`config.mk`:
```
export PLATFORM = sky130hd
export DESIGN_NAME = branch_sequencer_flat
export DESIGN_NICKNAME = d
export VERILOG_FILES = /design/src/rtl/branch_sequencer_if.sv /design/src/rtl/branch_sequencer.sv /design/src/flat_wrapper.sv
export SDC_FILE = /design/constraint.sdc
export NUM_CORES = 1
export LEC_CHECK = 0
export CORE_MARGIN = 2
export CORE_UTILIZATION = 35
export CTS_BUF_LIST = sky130_fd_sc_hd__clkbuf_8
export DETAILED_ROUTE_END_ITERATION = 12
export HOLD_SLACK_MARGIN = 0.08
export PLACE_DENSITY_LB_ADDON = 0.08
export SYNTH_ARGS = -nofsm -noshare
export SYNTH_HDL_FRONTEND = slang
export SYNTH_SLANG_ARGS = --single-unit
export TNS_END_PERCENT = 5
```
`constraint.sdc`:
```
create_clock -name i_BranchSeq_clk -period 2.05 [get_ports i_BranchSeq_clk]
set_input_delay 0.3075 -clock i_BranchSeq_clk [delete_from_list [all_inputs] [get_ports i_BranchSeq_clk]]
set_output_delay 0.3075 -clock i_BranchSeq_clk [all_outputs]
set_load 0.05 [all_outputs]
```
`src/rtl/branch_sequencer_if.sv`:
```
// Handshake/bus bundle between branch_sequencer and its fetch, decode/branch
// and completion neighbours. The slave modport is the sequencer's view.
interface branch_sequencer_if;
  logic        i_BranchSeq_pause;
  logic        i_BranchSeq_fetchAck;
  logic        i_BranchSeq_decValid;
  logic [3:0]  i_BranchSeq_BRop;
  logic [31:0] i_BranchSeq_nextPc;
  logic        i_BranchSeq_retire;
  logic [31:0] o_BranchSeq_pc;
  logic        o_BranchSeq_fetchReq;
  logic        o_BranchSeq_flush;
  logic [1:0]  o_BranchSeq_state;
  logic        o_BranchSeq_decErr;
  logic [15:0] o_BranchSeq_brCnt;
  logic [15:0] o_BranchSeq_takenCnt;

  modport slave (
    input  i_BranchSeq_pause, i_BranchSeq_fetchAck, i_BranchSeq_decValid,
    input  i_BranchSeq_BRop, i_BranchSeq_nextPc, i_BranchSeq_retire,
    output o_BranchSeq_pc, o_BranchSeq_fetchReq, o_BranchSeq_flush,
    output o_BranchSeq_state, o_BranchSeq_decErr,
    output o_BranchSeq_brCnt, o_BranchSeq_takenCnt
  );

  modport master (
    output i_BranchSeq_pause, i_BranchSeq_fetchAck, i_BranchSeq_decValid,
    output i_BranchSeq_BRop, i_BranchSeq_nextPc, i_BranchSeq_retire,
    input  o_BranchSeq_pc, o_BranchSeq_fetchReq, o_BranchSeq_flush,
    input  o_BranchSeq_state, o_BranchSeq_decErr,
    input  o_BranchSeq_brCnt, o_BranchSeq_takenCnt
  );
endinterface

```
`src/rtl/branch_sequencer.sv`:
```
// Multicycle PC sequencer: FETCH -> DECODE -> RESOLVE -> WAIT, commits next-PC at retire.
// Branch/redirect statistics counters are built only when BRANCH_SEQ_STATS_EN is defined.
module branch_sequencer #(
  parameter logic [31:0] RESET_PC    = 32'h0000_0000,
  parameter int          DEC_TIMEOUT = 8
) (
  input  logic                i_BranchSeq_clk,
  input  logic                i_BranchSeq_rstn,
  branch_sequencer_if.slave   bus
);

  typedef enum logic [1:0] {
    S_FETCH   = 2'd0,
    S_DECODE  = 2'd1,
    S_RESOLVE = 2'd2,
    S_WAIT    = 2'd3
  } state_t;

  localparam int CW = $clog2(DEC_TIMEOUT + 1);
  localparam logic [CW-1:0] TMO = CW'(DEC_TIMEOUT);

  state_t        r_state;
  logic [31:0]   r_pc;
  logic [31:0]   r_tgt;
  logic          r_redir;
  logic          r_fetchReq;
  logic          r_flush;
  logic          r_decErr;
  logic [CW-1:0] r_decCnt;

  logic [31:0]   w_pcInc;
  logic [31:0]   w_tgt;
  logic          w_run;
  logic          w_commit;
  logic          w_resolve;

  // pc+4 wraps naturally in 32 bits; target is always word aligned
  assign w_pcInc   = r_pc + 32'd4;
  assign w_tgt     = bus.i_BranchSeq_nextPc & 32'hFFFF_FFFC;
  assign w_run     = !bus.i_BranchSeq_pause;
  assign w_commit  = w_run && (r_state == S_WAIT) && bus.i_BranchSeq_retire;
  assign w_resolve = w_run && (r_state == S_RESOLVE);

  always_ff @(posedge i_BranchSeq_clk) begin
    if (!i_BranchSeq_rstn) begin
      r_state    <= S_FETCH;
      r_pc       <= RESET_PC;
      r_tgt      <= '0;
      r_redir    <= 1'b0;
      r_fetchReq <= 1'b0;
      r_flush    <= 1'b0;
      r_decErr   <= 1'b0;
      r_decCnt   <= '0;
    end else if (!w_run) begin
      r_fetchReq <= 1'b0;
      r_flush    <= 1'b0;
    end else begin
      r_flush <= 1'b0;
      case (r_state)
        S_FETCH: begin
          if (bus.i_BranchSeq_fetchAck) begin
            r_state    <= S_DECODE;
            r_fetchReq <= 1'b0;
          end else begin
            r_fetchReq <= 1'b1;
          end
        end
        S_DECODE: begin
          r_fetchReq <= 1'b0;
          if (bus.i_BranchSeq_decValid) begin
            r_state  <= S_RESOLVE;
            r_decCnt <= '0;
          end else begin
            // counter saturates at the limit; the error flag is sticky
            if (r_decCnt != TMO)
              r_decCnt <= r_decCnt + 1'b1;
            if (r_decCnt >= TMO - 1'b1)
              r_decErr <= 1'b1;
          end
        end
        S_RESOLVE: begin
          r_fetchReq <= 1'b0;
          r_tgt      <= w_tgt;
          r_redir    <= (w_tgt != w_pcInc);
          r_state    <= S_WAIT;
        end
        S_WAIT: begin
          r_fetchReq <= 1'b0;
          if (bus.i_BranchSeq_retire) begin
            r_pc    <= r_tgt;
            r_flush <= r_redir;
            r_state <= S_FETCH;
          end
        end
        default: r_state <= S_FETCH;
      endcase
    end
  end

`ifdef BRANCH_SEQ_STATS_EN
  logic        r_isBr;
  logic [15:0] r_brCnt;
  logic [15:0] r_takenCnt;

  always_ff @(posedge i_BranchSeq_clk) begin
    if (!i_BranchSeq_rstn) begin
      r_isBr     <= 1'b0;
      r_brCnt    <= '0;
      r_takenCnt <= '0;
    end else begin
      if (w_resolve)
        r_isBr <= (bus.i_BranchSeq_BRop == 4'b0010) ||
                  (bus.i_BranchSeq_BRop == 4'b0100) ||
                  (bus.i_BranchSeq_BRop == 4'b0001);
      if (w_commit && r_isBr && (r_brCnt != 16'hFFFF))
        r_brCnt <= r_brCnt + 16'd1;
      if (w_commit && r_redir && (r_takenCnt != 16'hFFFF))
        r_takenCnt <= r_takenCnt + 16'd1;
    end
  end

  assign bus.o_BranchSeq_brCnt    = r_brCnt;
  assign bus.o_BranchSeq_takenCnt = r_takenCnt;
`else
  logic w_unusedStats;
  assign w_unusedStats = w_commit ^ w_resolve ^ (^bus.i_BranchSeq_BRop);
  assign bus.o_BranchSeq_brCnt    = 16'h0000;
  assign bus.o_BranchSeq_takenCnt = 16'h0000;
`endif

  assign bus.o_BranchSeq_pc       = r_pc;
  assign bus.o_BranchSeq_fetchReq = r_fetchReq;
  assign bus.o_BranchSeq_flush    = r_flush;
  assign bus.o_BranchSeq_state    = r_state;
  assign bus.o_BranchSeq_decErr   = r_decErr;

endmodule

```
`src/flat_wrapper.sv`:
```
// flat-port wrapper written by rule: the top's interface ports become plain ports
module branch_sequencer_flat 
#(
  parameter logic [31:0] RESET_PC    = 32'h0000_0000,
  parameter int          DEC_TIMEOUT = 8
)
  (i_BranchSeq_clk, i_BranchSeq_rstn, bus_i_BranchSeq_pause, bus_i_BranchSeq_fetchAck, bus_i_BranchSeq_decValid, bus_i_BranchSeq_BRop, bus_i_BranchSeq_nextPc, bus_i_BranchSeq_retire, bus_o_BranchSeq_pc, bus_o_BranchSeq_fetchReq, bus_o_BranchSeq_flush, bus_o_BranchSeq_state, bus_o_BranchSeq_decErr, bus_o_BranchSeq_brCnt, bus_o_BranchSeq_takenCnt);
  branch_sequencer_if bus_i ();
  input  logic i_BranchSeq_clk;
  input  logic i_BranchSeq_rstn;
  input wire logic [$bits(bus_i.i_BranchSeq_pause)-1:0] bus_i_BranchSeq_pause;
  input wire logic [$bits(bus_i.i_BranchSeq_fetchAck)-1:0] bus_i_BranchSeq_fetchAck;
  input wire logic [$bits(bus_i.i_BranchSeq_decValid)-1:0] bus_i_BranchSeq_decValid;
  input wire logic [$bits(bus_i.i_BranchSeq_BRop)-1:0] bus_i_BranchSeq_BRop;
  input wire logic [$bits(bus_i.i_BranchSeq_nextPc)-1:0] bus_i_BranchSeq_nextPc;
  input wire logic [$bits(bus_i.i_BranchSeq_retire)-1:0] bus_i_BranchSeq_retire;
  output wire logic [$bits(bus_i.o_BranchSeq_pc)-1:0] bus_o_BranchSeq_pc;
  output wire logic [$bits(bus_i.o_BranchSeq_fetchReq)-1:0] bus_o_BranchSeq_fetchReq;
  output wire logic [$bits(bus_i.o_BranchSeq_flush)-1:0] bus_o_BranchSeq_flush;
  output wire logic [$bits(bus_i.o_BranchSeq_state)-1:0] bus_o_BranchSeq_state;
  output wire logic [$bits(bus_i.o_BranchSeq_decErr)-1:0] bus_o_BranchSeq_decErr;
  output wire logic [$bits(bus_i.o_BranchSeq_brCnt)-1:0] bus_o_BranchSeq_brCnt;
  output wire logic [$bits(bus_i.o_BranchSeq_takenCnt)-1:0] bus_o_BranchSeq_takenCnt;
  assign bus_i.i_BranchSeq_pause = bus_i_BranchSeq_pause;
  assign bus_i.i_BranchSeq_fetchAck = bus_i_BranchSeq_fetchAck;
  assign bus_i.i_BranchSeq_decValid = bus_i_BranchSeq_decValid;
  assign bus_i.i_BranchSeq_BRop = bus_i_BranchSeq_BRop;
  assign bus_i.i_BranchSeq_nextPc = bus_i_BranchSeq_nextPc;
  assign bus_i.i_BranchSeq_retire = bus_i_BranchSeq_retire;
  assign bus_o_BranchSeq_pc = bus_i.o_BranchSeq_pc;
  assign bus_o_BranchSeq_fetchReq = bus_i.o_BranchSeq_fetchReq;
  assign bus_o_BranchSeq_flush = bus_i.o_BranchSeq_flush;
  assign bus_o_BranchSeq_state = bus_i.o_BranchSeq_state;
  assign bus_o_BranchSeq_decErr = bus_i.o_BranchSeq_decErr;
  assign bus_o_BranchSeq_brCnt = bus_i.o_BranchSeq_brCnt;
  assign bus_o_BranchSeq_takenCnt = bus_i.o_BranchSeq_takenCnt;
  branch_sequencer #(.RESET_PC(RESET_PC), .DEC_TIMEOUT(DEC_TIMEOUT)) u_core (.i_BranchSeq_clk(i_BranchSeq_clk), .i_BranchSeq_rstn(i_BranchSeq_rstn), .bus(bus_i));
endmodule
```
==> results.md <==
- Outcome: finished with violations
- Failing checks: negative setup slack
- Clk_lat worst skew: 0.35 ns
- Worst Hold Depth: 3
- Final setup margin: -0.253 ns
- WL/cell: 14.2 µm
- Top cells by area, synth: dfxtp_1 (34%), nand2_1 (12%), a21boi_0 (12%), buf_4 (6.2%), xnor2_1 (4.5%)
- Gpl congestion: 0.846
- Commonest cells in the netlist: nand2_1 (135), dfxtp_1 (70), a21boi_0 (63), buf_4 (34)
- Post-synthesis sequential area ratio: 0.342
- FMAX: between 400 and 500 MHz
- Synth Area in Simple Gates: 0.264
- Worst EP required: 2.28 ns
- CTS Hold Bufs: 0
- Synth Area per Inst: 7.96 µm²
- Total grt overflow: 0
- Initial DRC Count: 141
- CTS tree: built
- Die area: 0.0126 mm²
- Post-synthesis adder-cell area fraction: 0.0245
- Clk slew on worst S/H paths: 0.08 ns
- Mux cell area share after synthesis: 0.0147
- CTS root buffer: clkbuf_8
- Post-synth EDFFs: 0
- Hpwl dp: 8070 µm
- Initial core utilization: 0.358
- Synth Area in Compound Gates: 0.183
- Async SR Flop Fraction: 0
- Worst setup EP type: register
- Vias in the first global route: 3611
- CTS Sinks: 70
- Pwr dens: 515 mW/mm²
- Row count: 39
- VDD IR-drop max: about 0.00024 V
- Chip Height: 112 µm
- # setup viols final: 1
- Port Buffers: 70
- Worst Tran Pin Value: 0.594 ns
- Hold_ws: 0.373 ns
- XOR/XNOR Fraction of Synth Area: 0.0749
- Crit share post-route: 1.12
- RSZ-0062 raised after global routing: true
- CP Max Fanout: 6
- Die span in x: between 100 and 150 µm
- Area delta synth->final: 36.7%
- Crit path arrival time: 2.53 ns
- Antenna diodes: 0
- Post-Syn Area: 0.00409 mm²
- Post-synth cell types: 52
- WL final: 11200 µm
- Overall power: 0.00288 W
- Nets: 688
- Placeable Area: about 0.011 mm²
- Top-count cell post-synth: nand2_1
- Vias per cell: 4.82
- Final Hold Fails: 0
- CP Class: register to register
- Top-level port count: approximately 110
- Fillers: 1124
- Yosys reg bits: 70
- Vias: about 3800
- Gr usage total: 0.179
- Hold Path Class: input port to register
- R2r setup slk: -0.25 ns
- Ys flop type: dfxtp_1
- Largest net degree at the start of global routing: 70
- Leak: 2.12 nW
- Cell taking the most area after synthesis: dfxtp_1
- DRT Pass-1 Iters: 4
- Max cap viols: 0
- Residual DRC: 0
- Synth warnings: 0
- Layout cells sized above 1: 0.207
- Initial antenna violation count: 0
- Gate Count Post-Synth: 514
- Combinational family with the most area after synthesis: simple AND/OR/NAND/NOR gates
- Worst Setup Start Kind: register
- Fin. max-slew vios: 0
- Routed Antenna Nets: 0
- CTS buffer count: 9
- Slew Limit Headroom: 0.604
- Minimum clock period: about 2.3 ns
- Share of the synthesized area in the top cell type: 0.342
- First-pass GRT wire length: 18100 µm
- Final Skew: 0.0110 ns
- H-tree levels: 3
- Worst r2r path cells: 9
- Clk buf depth: 2
## worst paths after layout
kind	start	endpoint
max	u_core.bus.o_BranchSeq_pc[3]	u_core.r_redir
min	i_BranchSeq_rstn	u_core.bus.o_BranchSeq_fetchReq
max reg2reg	u_core.bus.o_BranchSeq_pc[3]	u_core.r_redir
min reg2reg	u_core.r_tgt[4]	u_core.bus.o_BranchSeq_pc[4]
## per-stage QoR
step	instance area (µm²)	worst slack (ns)	util	TNS, ns	instances
after CTS	5590	-0.241	0.489	-0.241	786
after detailed placement	5370	-0.420	0.470	-0.674	769
after floorplan	4330	-0.186	-	-0.213	547
after global routing	5590	-0.450	0.490	-0.450	786
after global placement	5370	-0.413	0.470	-0.618	769
final	5590	-0.253	0.490	-0.253	786
## kinds of logic (layout without fill, tap and decap cells)
| kind of cell | count (synthesis) | count (layout) |
|---|---|---|
| adders and majority gates | 8 | 8 |
| other | 1 | 34 |
| and+or+nand+nor | 220 | 220 |
| AOI/OAI and AO/OA | 106 | 106 |
| DFF | 70 | 70 |
| xor gates and xnor gates | 35 | 35 |
| buffers and inverters | 68 | 164 |
| muxes | 6 | 6 |
## layer usage
| metal | GRT usage | part of all wire | vias to the layer above |
|---|---|---|---|
| met1 | 0.244 | 0.49 | 1768 |
| met2 | 0.288 | 0.45 | 81 |
| met5 | 0 | 0 | - |
| met4 | 0.0463 | 0.0087 | 0 |
| li1 | - | - | 1931 |
| met3 | 0.0410 | 0.046 | 7 |
## flip-flops by register name (all words and copies together), names as in the netlist
name	count
u_core.bus.o_BranchSeq_pc	30
u_core.r_tgt	30
u_core.r_decCnt	4
u_core.bus.o_BranchSeq_state	2
u_core.bus.o_BranchSeq_decErr	1
u_core.bus.o_BranchSeq_fetchReq	1
u_core.bus.o_BranchSeq_flush	1
u_core.r_redir	1
## timing repair
action / CTS / global route
endpoints found under the setup margin: 2 / 3
endpoints found under the hold margin: 0 / 0
gates resized for setup: 7 / 3
pin swaps: 2 / 1
buffers inserted: 1 / 0
## final cells by class
class,instances,area [µm²],share of cell area
timing repair buffer,141,1250,0.224
multi-input combinational,409,2480,0.444
clock inverter,5,31.3,0.00559
inverter,7,26.3,0.00470
sequential,70,1470,0.262
clock buffer,11,151,0.0271
tap,143,179,0.0320
## critical path, stage by stage, from the launching register on
cell and delay [ns]:
dfxtp_4 0.39, ha_4 0.14, and3_2 0.28, nand4_1 0.10, buf_4 0.17, nor3_4 0.25
nor4b_1 0.34, a21oi_1 0.15, nor4_1 0.26, a31oi_1 0.12
## power breakdown
part           switching [W]  total [W]  internal (W)
combinational       0.000292   0.000456      0.000164
sequential        0.00000946    0.00137       0.00136
clock               0.000553    0.00106      0.000505
## layout by cell type (no fill, tap or decap), types with 3 or more instances in the layout
| cell | instances |
|---|---|
| dfxtp_4 | 15 |
| conb_1 | 34 |
| or2_2 | 3 |
| o31ai_1 | 3 |
| dfxtp_1 | 47 |
| nor2_1 | 12 |
| nand2b_1 | 4 |
| o21a_1 | 3 |
| a31oi_1 | 3 |
| a21boi_0 | 62 |
| nor4_1 | 3 |
| xor2_1 | 14 |
| dfxtp_2 | 8 |
| nand3_1 | 9 |
| mux2i_1 | 6 |
| o21ai_0 | 10 |
| nand4_1 | 12 |
| nor3_1 | 8 |
| ha_1 | 6 |
| o22ai_1 | 3 |
| clkdlybuf4s50_1 | 67 |
| clkbuf_8 | 11 |
| nor2b_1 | 5 |
| xnor2_1 | 20 |
| inv_1 | 7 |
| a21oi_1 | 10 |
| nand2_1 | 135 |
| buf_4 | 69 |
| nor3b_1 | 4 |
Note: power is estimated with default switching activity, not from simulation.
